File: src/rtl/ku040_clock_reset_pkg.sv
// ku040_clock_reset_pkg
// Shared definitions for the KU040 clock/reset controller.
//   state_t      : 2-bit FSM state encoding (legacy-compatible constants)
//   RETRY_WIDTH  : width of the saturating lock-timeout counter
//   max3()       : elaboration-time helper for sizing the shared counter

package ku040_clock_reset_pkg;

    typedef logic [1:0] state_t;

    localparam state_t MMCM_RST  = 2'd0;
    localparam state_t WAIT_LOCK = 2'd1;
    localparam state_t STABLE    = 2'd2;
    localparam state_t RUN       = 2'd3;

    localparam int unsigned RETRY_WIDTH = 8;

    function automatic int unsigned max3(input int unsigned a,
                                         input int unsigned b,
                                         input int unsigned c);
        int unsigned m;
        m = a;
        if (b > m) m = b;
        if (c > m) m = c;
        return m;
    endfunction

endpackage

File: src/rtl/ku040_sync_debounce.sv
// ku040_sync_debounce
// Multi-flop synchronizer with an optional saturating debounce counter.
// Ports:
//   clk_i     : sampling clock
//   rst_ni    : synchronous active-low reset; clears every flop
//   async_i   : asynchronous inputs (WIDTH bits)
//   sync_o    : synchronized copy of async_i, SYNC_STAGES clocks late
//   pressed_o : debounce counter saturated on sync_o[0] (0 when DEBOUNCE_EN=0)
// The counter only looks at bit 0; multi-bit instances are expected to run
// with DEBOUNCE_EN=0 and use the synchronizer path alone.

module ku040_sync_debounce #(
    parameter int unsigned WIDTH         = 1,
    parameter int unsigned SYNC_STAGES   = 2,
    parameter int unsigned DEBOUNCE_BITS = 16,
    parameter bit          DEBOUNCE_EN   = 1'b1
) (
    input  logic             clk_i,
    input  logic             rst_ni,
    input  logic [WIDTH-1:0] async_i,
    output logic [WIDTH-1:0] sync_o,
    output logic             pressed_o
);

    logic [WIDTH-1:0] sync_q [SYNC_STAGES];

    always_ff @(posedge clk_i) begin
        if (!rst_ni) begin
            for (int i = 0; i < int'(SYNC_STAGES); i++) begin
                sync_q[i] <= '0;
            end
        end else begin
            sync_q[0] <= async_i;
            for (int i = 1; i < int'(SYNC_STAGES); i++) begin
                sync_q[i] <= sync_q[i-1];
            end
        end
    end

    assign sync_o = sync_q[SYNC_STAGES-1];

    if (DEBOUNCE_EN) begin : g_debounce
        logic [DEBOUNCE_BITS-1:0] db_cnt_q, db_cnt_d;

        // Any low sample restarts the count; holding keeps it pinned at all-ones.
        always_comb begin
            db_cnt_d = db_cnt_q;
            if (!sync_o[0]) begin
                db_cnt_d = '0;
            end else if (db_cnt_q != '1) begin
                db_cnt_d = db_cnt_q + DEBOUNCE_BITS'(1);
            end
        end

        always_ff @(posedge clk_i) begin
            if (!rst_ni) begin
                db_cnt_q <= '0;
            end else begin
                db_cnt_q <= db_cnt_d;
            end
        end

        assign pressed_o = &db_cnt_q;
    end else begin : g_bypass
        assign pressed_o = 1'b0;
    end

endmodule

File: src/rtl/ku040_clock_reset_ctrl.sv
// ku040_clock_reset_ctrl
// Brings up the board MMCMs from the free-running oscillator and produces the
// areset that feeds the downstream reset hold/sync chain.
// Sequence: pulse mmcm_reset, wait for every locked flag, require the locks to
// stay up for a qualification window, then release areset. Re-arms on loss of
// lock, on lock timeout, or on a debounced push-button press.
// Ports:
//   clock      : free-running board clock
//   resetn     : synchronous active-low reset
//   button     : asynchronous push-button, active-high
//   locked     : asynchronous MMCM/PLL locked flags (ANDed)
//   mmcm_reset : registered, drives MMCM RST pins
//   areset     : registered, active-high reset to the downstream hold
//   state      : current FSM state
//   retries    : saturating count of lock timeouts
//   lock_lost  : sticky, set when lock drops in RUN

module ku040_clock_reset_ctrl
    import ku040_clock_reset_pkg::*;
#(
    parameter int unsigned NUM_LOCKS         = 2,
    parameter int unsigned SYNC_STAGES       = 2,
    parameter int unsigned MMCM_RST_CYCLES   = 16,
    parameter int unsigned LOCK_TIMEOUT_BITS = 20,
    parameter int unsigned STABLE_BITS       = 8,
    parameter int unsigned BTN_DEBOUNCE_BITS = 16
) (
    input  logic                   clock,
    input  logic                   resetn,
    input  logic                   button,
    input  logic [NUM_LOCKS-1:0]   locked,
    output logic                   mmcm_reset,
    output logic                   areset,
    output logic [1:0]             state,
    output logic [RETRY_WIDTH-1:0] retries,
    output logic                   lock_lost
);

    // One counter is shared by all timed states, so it is sized for the longest.
    localparam int unsigned CNT_W = max3(LOCK_TIMEOUT_BITS, STABLE_BITS,
                                         $clog2(MMCM_RST_CYCLES));

    localparam logic [CNT_W-1:0] RST_LAST     = CNT_W'(MMCM_RST_CYCLES - 1);
    localparam logic [CNT_W-1:0] TIMEOUT_LAST = CNT_W'((64'd1 << LOCK_TIMEOUT_BITS) - 64'd1);
    localparam logic [CNT_W-1:0] STABLE_LAST  = CNT_W'((64'd1 << STABLE_BITS) - 64'd1);

    // ------------------------------------------------------------------
    // Input conditioning
    // ------------------------------------------------------------------
    logic [NUM_LOCKS-1:0] lock_sync;
    logic                 all_locked;
    logic                 btn_pressed;
    logic                 unused_lock_pressed;
    logic                 unused_btn_sync;

    ku040_sync_debounce #(
        .WIDTH         (NUM_LOCKS),
        .SYNC_STAGES   (SYNC_STAGES),
        .DEBOUNCE_BITS (1),
        .DEBOUNCE_EN   (1'b0)
    ) u_lock_sync (
        .clk_i     (clock),
        .rst_ni    (resetn),
        .async_i   (locked),
        .sync_o    (lock_sync),
        .pressed_o (unused_lock_pressed)
    );

    ku040_sync_debounce #(
        .WIDTH         (1),
        .SYNC_STAGES   (SYNC_STAGES),
        .DEBOUNCE_BITS (BTN_DEBOUNCE_BITS),
        .DEBOUNCE_EN   (1'b1)
    ) u_btn_debounce (
        .clk_i     (clock),
        .rst_ni    (resetn),
        .async_i   (button),
        .sync_o    (unused_btn_sync),
        .pressed_o (btn_pressed)
    );

    assign all_locked = &lock_sync;

    // ------------------------------------------------------------------
    // FSM
    // ------------------------------------------------------------------
    state_t                 state_q, state_d;
    logic [CNT_W-1:0]       cnt_q, cnt_d;
    logic [RETRY_WIDTH-1:0] retries_q, retries_d;
    logic                   lock_lost_q, lock_lost_d;
    logic                   mmcm_reset_q, areset_q;

    always_comb begin
        state_d     = state_q;
        cnt_d       = cnt_q;
        retries_d   = retries_q;
        lock_lost_d = lock_lost_q;

        if (btn_pressed) begin
            // Button wins over everything; the reset pulse is timed from release.
            state_d = MMCM_RST;
            cnt_d   = '0;
        end else begin
            unique case (state_q)
                MMCM_RST: begin
                    if (cnt_q == RST_LAST) begin
                        state_d = WAIT_LOCK;
                        cnt_d   = '0;
                    end else begin
                        cnt_d = cnt_q + CNT_W'(1);
                    end
                end
                WAIT_LOCK: begin
                    if (all_locked) begin
                        state_d = STABLE;
                        cnt_d   = '0;
                    end else if (cnt_q == TIMEOUT_LAST) begin
                        state_d = MMCM_RST;
                        cnt_d   = '0;
                        if (retries_q != '1) begin
                            retries_d = retries_q + RETRY_WIDTH'(1);
                        end
                    end else begin
                        cnt_d = cnt_q + CNT_W'(1);
                    end
                end
                STABLE: begin
                    if (!all_locked) begin
                        // Qualification restarts from zero; not counted as a retry.
                        state_d = WAIT_LOCK;
                        cnt_d   = '0;
                    end else if (cnt_q == STABLE_LAST) begin
                        state_d = RUN;
                        cnt_d   = '0;
                    end else begin
                        cnt_d = cnt_q + CNT_W'(1);
                    end
                end
                RUN: begin
                    if (!all_locked) begin
                        state_d     = MMCM_RST;
                        cnt_d       = '0;
                        lock_lost_d = 1'b1;
                    end
                end
            endcase
        end
    end

    // Outputs are decoded from state_d so they move on the same edge as state.
    always_ff @(posedge clock) begin
        if (!resetn) begin
            state_q      <= MMCM_RST;
            cnt_q        <= '0;
            retries_q    <= '0;
            lock_lost_q  <= 1'b0;
            mmcm_reset_q <= 1'b1;
            areset_q     <= 1'b1;
        end else begin
            state_q      <= state_d;
            cnt_q        <= cnt_d;
            retries_q    <= retries_d;
            lock_lost_q  <= lock_lost_d;
            mmcm_reset_q <= (state_d == MMCM_RST);
            areset_q     <= (state_d != RUN);
        end
    end

    assign state      = state_q;
    assign retries    = retries_q;
    assign lock_lost  = lock_lost_q;
    assign mmcm_reset = mmcm_reset_q;
    assign areset     = areset_q;

endmodule

File: config.mk
export PLATFORM = sky130hd
export DESIGN_NAME = ku040_clock_reset_ctrl
export DESIGN_NICKNAME = d
export VERILOG_FILES = /design/src/rtl/ku040_clock_reset_pkg.sv /design/src/rtl/ku040_sync_debounce.sv /design/src/rtl/ku040_clock_reset_ctrl.sv
export SDC_FILE = /design/constraint.sdc
export NUM_CORES = 1
export LEC_CHECK = 0
export BUFFER_PORTS_ARGS = -buffer_cell sky130_fd_sc_hd__buf_4
export CAP_MARGIN = 5
export CORE_MARGIN = 2
export CORE_UTILIZATION = 39
export CTS_CLUSTER_SIZE = 24
export DETAILED_ROUTE_END_ITERATION = 8
export PLACE_DENSITY = 0.55
export REMOVE_ABC_BUFFERS = 1
export SYNTH_ARGS = -nofsm -noshare
export SYNTH_HDL_FRONTEND = slang
export SYNTH_HIERARCHICAL = 1
export SYNTH_SLANG_ARGS = --single-unit
File: constraint.sdc
create_clock -name clock -period 4.1 [get_ports clock]
set_input_delay 0.82 -clock clock [delete_from_list [all_inputs] [get_ports clock]]
set_output_delay 0.82 -clock clock [all_outputs]
set_load 0.02 [all_outputs]
* Yosys cells after proc, flatten, opt, wreduce, memory -nomap -nowiden
Memory sizes are Yosys's and may differ from the RTL's.
Index checks and enable logic that the tools add are counted.
** Word-level totals
- Flip-flop bits (word level) :: 49
- Bits in latches :: 0
- Bits in writable memories :: 6
- Memory bits (read-only) :: 0
- Input port bits :: 5
- Logic and storage cells :: 58
- Memories kept :: 2
** Memory list
- u_lock_sync.sync_q :: depth 2, bits a word 2, rd ports 2, clocked after Yosys merged registers in 0, wr ports 2, line ku040_sync_debounce.sv:25 : logic [WIDTH-1:0] sync_q [SYNC_STAGES];
- u_btn_debounce.sync_q :: depth 2, bits a word 1, rd ports 2, clocked after Yosys merged registers in 0, wr ports 2, line ku040_sync_debounce.sv:25
** Operators by class
- $add $sub $neg :: 3
- $mul :: 0
- Divide/modulo/power cells :: 0
- Magnitude comparators :: 0
- Equality and inequality tests :: 10
- Shift operators :: 0
- Mux-type cells :: 21
- Bitwise gates (word level) :: 7
- Reductions and logical operators :: 8
** Operators by type and width (count)
- 2-to-1 mux 20 bit :: 6
- case mux 20 bit (4 select lines) :: 1
- adder 20 x 1 -> 20 bit, second input constant :: 1
- == test 20 bit, second input constant :: 1
- == test 20 x 4 -> 1 bit, second input constant :: 1
- == test 20 x 8 -> 1 bit, second input constant :: 1
- 2-to-1 mux 2 bit :: 9
- adder 16 x 1 -> 16 bit, second input constant :: 1
- != test 16 bit, second input constant :: 1
- AND reduction 16 bit :: 1
- adder 8 x 1 -> 8 bit, second input constant :: 1
- != test 8 bit, second input constant :: 1
- case mux 2 bit (4 select lines) :: 1
- AND reduction 5 bit :: 1
- == test 2 bit, second input constant :: 2
- zero test 2 bit :: 2
- 2-to-1 mux 1 bit :: 4
- != test 2 bit, second input constant :: 2
- bitwise OR 1 bit :: 4
- AND reduction 2 bit :: 2
- inverter 1 bit :: 3
- AND reduction 3 bit :: 1
- == test 2 x 1 -> 1 bit, second input constant :: 1
- OR reduction 2 bit :: 1

* Longest topological paths before layout
- Depth in word-level cells :: 6
- Gate-level depth with buffers :: 10
- Depth with buffers taken out :: 8

* Cells and area by module
Netlist, hierarchy kept.
** By module, submodules not included
- ku040_clock_reset_ctrl :: times used 1, cells each 180, area an instance 1696.6 µm²
- ku040_sync_debounce at u_btn_debounce :: times used 1, cells each 95, area an instance 835.8 µm²
- ku040_sync_debounce at u_lock_sync :: times used 1, cells each 12, area an instance 131.4 µm²

* Least setup slack after synthesis
No wires, ideal clock.
- Path type :: register to register
- From :: reg u_btn_debounce.g_debounce.db_cnt_q[0]
- To :: reg retries_q[5] (netlist: retries[5])
- Library setup time :: 0.070 ns
- Data arrival time :: 2.086 ns
- Data required time :: 4.030 ns
- Slack :: 1.944 ns
- Cell stages (with the launch flop) :: 10
- Buffers on the path :: 1
- Clock period less this slack :: 2.156 ns
- Path through :: dfxtp_1 -> ha_1 -> and4_2 -> nand3_2 -> inv_2 -> buf_4 -> a2111oi_4 -> nand3_2 -> or3_1 -> a21boi_1
** Between the ends
- Cells in the longest elaborated chain, start to end :: 3
** Ends and longest elaborated chain
- from (decl) :: line ku040_sync_debounce.sv:43 : logic [DEBOUNCE_BITS-1:0] db_cnt_q, db_cnt_d;
- from (signal assigned) :: line ku040_sync_debounce.sv:59 : db_cnt_q <= db_cnt_d;
- AND reduction 16 bit :: line ku040_sync_debounce.sv:63 : assign pressed_o = &db_cnt_q;
- net btn_pressed :: line ku040_clock_reset_ctrl.sv:52 : logic btn_pressed;
- inverter 1 bit (no source line)
- AND reduction 5 bit (no source line)
- to (signal assigned) :: line ku040_clock_reset_ctrl.sv:162 : retries_q <= retries_d;
- to (decl) :: line ku040_clock_reset_ctrl.sv:89 : logic [RETRY_WIDTH-1:0] retries_q, retries_d;
The timed path passes the listed nets, and every way through them passes these cells.
A chain may end at the register's enable or synchronous reset.

* Worst setup path after layout
- From :: reg cnt_q[1]
- To :: reg cnt_q[0]
** Between the ends
- Cells in the longest elaborated chain, start to end :: 4
- Elaborated cells on any way between the ends :: 9
** Ends and longest elaborated chain
- from (decl) :: line ku040_clock_reset_ctrl.sv:88 : logic [CNT_W-1:0] cnt_q, cnt_d;
- from (signal assigned) :: line ku040_clock_reset_ctrl.sv:161 : cnt_q <= cnt_d;
- == test 20 x 8 -> 1 bit / == test 20 bit (equally long branches) :: line ku040_clock_reset_ctrl.sv:132, ku040_clock_reset_ctrl.sv:117
- 2-to-1 mux 20 bit (on tied branches) :: line ku040_clock_reset_ctrl.sv:132, ku040_clock_reset_ctrl.sv:117
- 2-to-1 mux 20 bit (on tied branches) :: line ku040_clock_reset_ctrl.sv:128, ku040_clock_reset_ctrl.sv:114
- case mux 20 bit (4 select lines) * :: line ku040_clock_reset_ctrl.sv:104 : unique case (state_q)
Every way passes the cells marked *; elsewhere a longest branch is shown, timed or not.

==> metrics.txt <==
status complete, no violations; gr usage total 0.140; worst slack, placed 1.68 ns; Netlist Area Pre-Place about 2700 µm²; clock slew at reported path FFs approximately 0.1 ns; vias in the first global route ~1900; DR iter-0 viols 62; number of buffers created by CTS 5; # setup viols final 0; fmax 419 MHz; Die Y 86.5 µm; synthesized instance count 285; Reg2Reg Depth 6; Max H-tree Level 2; ANT nets after route 0; Layout area overhead 9.67%; Switching Power 0.000197 W; layout cells sized above 1 0.189; worst slew pin tran between 0.9 and 1 ns; switch share 0.227; # rows 30; port bufs 17; CP endpoint kind flip-flop; Critical-path top delay cell o31ai_4; CP required 4.27 ns; Max-cap violations 0; CP cell instances ha_1 -> nand3_4 -> nor3_2 -> a21oi_1 -> o31ai_4 -> nor2_1; Core Util, Final 0.435; reg2reg start cnt_q[1]; # IOs 18; core box area 6680 µm²; final hold viol count 0; relative slew slack 0.376; DR vias/cell 5.32; largest net degree at the start of global routing 20; PostCTS Resize Cnt 0; Syn Area/Cell 9.31 µm²; clk_skew approximately 0.012 ns; synth warn 6; worst skew pair latency 0.31 ns; Initial Util 0.397; DRT Pass-1 Iters 4; # DRC 0; R2R Path End cnt_q[0]; RSZ-0062 raised after global routing no; Design Area, Final 2910 µm²; VDD IR-drop max about 0.16 mV; hold_buf cts 0; Final period util 0.583; crit path kind flip-flop to flip-flop; Diodes inserted 0; CTS tree built; Clock Power Share 0.348; Sink Count between 50 and 60; Max Slew Vio Count 0; Clock Root Buffer clkbuf_8; P per Cell Area roughly 300 nW/µm²; CP max stage delay 0.78 ns; setup TNS 0 ns; Reg power frac 0.628; Post-CTS Setup Inserts 0; startpoint types flip-flop; Max Root-Sink Buffers 2; antenna violations before repair 0; Int Pwr 0.000669 W; nets 308; worst hold-check path type flip-flop to flip-flop; crit-path max FO 18; Logic pwr share 0.024; Worst Hold Launch u_lock_sync/sync_q[0][0]; DIE AREA 7480 µm²; DP Area 2820 µm²; total wire length 4790 µm; first-pass GRT wire length 8490 µm; Arrival @ worst endpoint around 2.6 ns; DR WL/cell roughly 13 µm; Hold Path Cell Cnt 1; post-layout minimum cycle time 2.39 ns; Die W 86.5 µm; DP Wirelength 3410 µm; setup ws final about 1.7 ns; fill count 685; grt total ovfl 0; routed vias around 2000; GPL Wtd Cong 0.756; Leakage 1.02 nW; Worst Hold Path EP u_lock_sync/sync_q[0][2]; internal reg-to-reg setup slack 1.71 ns
area by class of cell:
cell class / instances / area (µm²) / share of cell area
multi-input cells: 215 / 1470 / 0.505
repair buffers: 17 / 128 / 0.0439
clock buffers: 5 / 68.8 / 0.0237
clock inverters: 3 / 18.8 / 0.00645
flip-flops and latches: 55 / 1100 / 0.378
well taps: 80 / 100 / 0.0344
inverters: 6 / 22.5 / 0.00774
metrics by stage:
| step | hold slack (ns) | std cells | power [W] |
|---|---|---|---|
| after floorplan | 0.406 | 276 | 0.000569 |
| after global placement | 0.411 | 373 | 0.000577 |
| after detailed placement | 0.417 | 373 | 0.000578 |
| after CTS | 0.443 | 381 | 0.000879 |
| after global routing | 0.456 | 381 | 0.000903 |
| final | 0.439 | 381 | 0.000866 |
flip-flops by register name, summed over array words and instances (netlist names):
signal and count:
u_lock_sync/sync_q 4, areset 1, cnt_q 20, lock_lost 1, retries 8, mmcm_reset 1
u_btn_debounce/g_debounce.db_cnt_q 16, state 2, u_btn_debounce/sync_q 2
power by group through the flow:
| stage | registers (W) | logic [W] | clock network, W |
|---|---|---|---|
| 3_3_place_gp | 0.000556 | 0.0000215 | 0 |
| 2_1_floorplan | 0.000555 | 0.0000137 | 0 |
| 3_5_place_dp | 0.000556 | 0.0000216 | 0 |
| 6_report | 0.000543 | 0.0000210 | 0.000301 |
| 4_1_cts | 0.000544 | 0.0000217 | 0.000314 |
| 5_1_grt | 0.000544 | 0.0000239 | 0.000335 |
worst max-delay path, delay by kind of cell (launching register included):
| kind | cells | cell delay [ns] |
|---|---|---|
| AOI/OAI and AO/OA | 2 | 0.98 |
| and+or+nand+nor | 3 | 0.65 |
| DFF | 1 | 0.38 |
| adders and majority gates | 1 | 0.23 |
cells in the final DEF, fill, tap and decap left out, drive strengths merged:
cell      n
o21a      3
o31ai     4
o211ai    1
ha        3
a2111oi   2
nand2b    5
a211oi    3
o31a      2
or2       2
dfxtp    55
and2     13
clkinv    2
xnor2     9
nand4    13
a21oi     9
inv       7
mux2i     4
nor3     10
nor4      7
nor2     30
buf      17
nor2b     3
a311oi    1
nand3    18
or4       3
and4      6
nor3b     1
and3      9
a41oi     1
a31oi     5
or3       6
o21ai     7
xor2     16
clkbuf    5
nand2    16
a21boi    3
routing by layer:
| metal | GRT usage | routed length (µm) | vias to the layer above |
|---|---|---|---|
| li1 | - | - | 1060 |
| met1 | 0.186 | 2420 | 937 |
| met2 | 0.221 | 2160 | 20 |
| met3 | 0.0333 | 127 | 9 |
| met4 | 0.0497 | 76 | 0 |
| met5 | 0 | 0 | - |
worst max-delay path by stage:
stage / from / end / slack, ns / cells past startpoint
detailed placement: cnt_q[1] / cnt_q[6] / 1.68 / 6
global placement: cnt_q[1] / cnt_q[6] / 1.78 / 6
floorplan: u_btn_debounce/g_debounce.db_cnt_q[0] / retries[5] / 2.04 / 8
global route: cnt_q[1] / cnt_q[7] / 1.50 / 6
finish: cnt_q[1] / cnt_q[0] / 1.71 / 6
CTS: cnt_q[1] / cnt_q[6] / 1.65 / 6
Note: power is estimated with default switching activity, not from simulation.
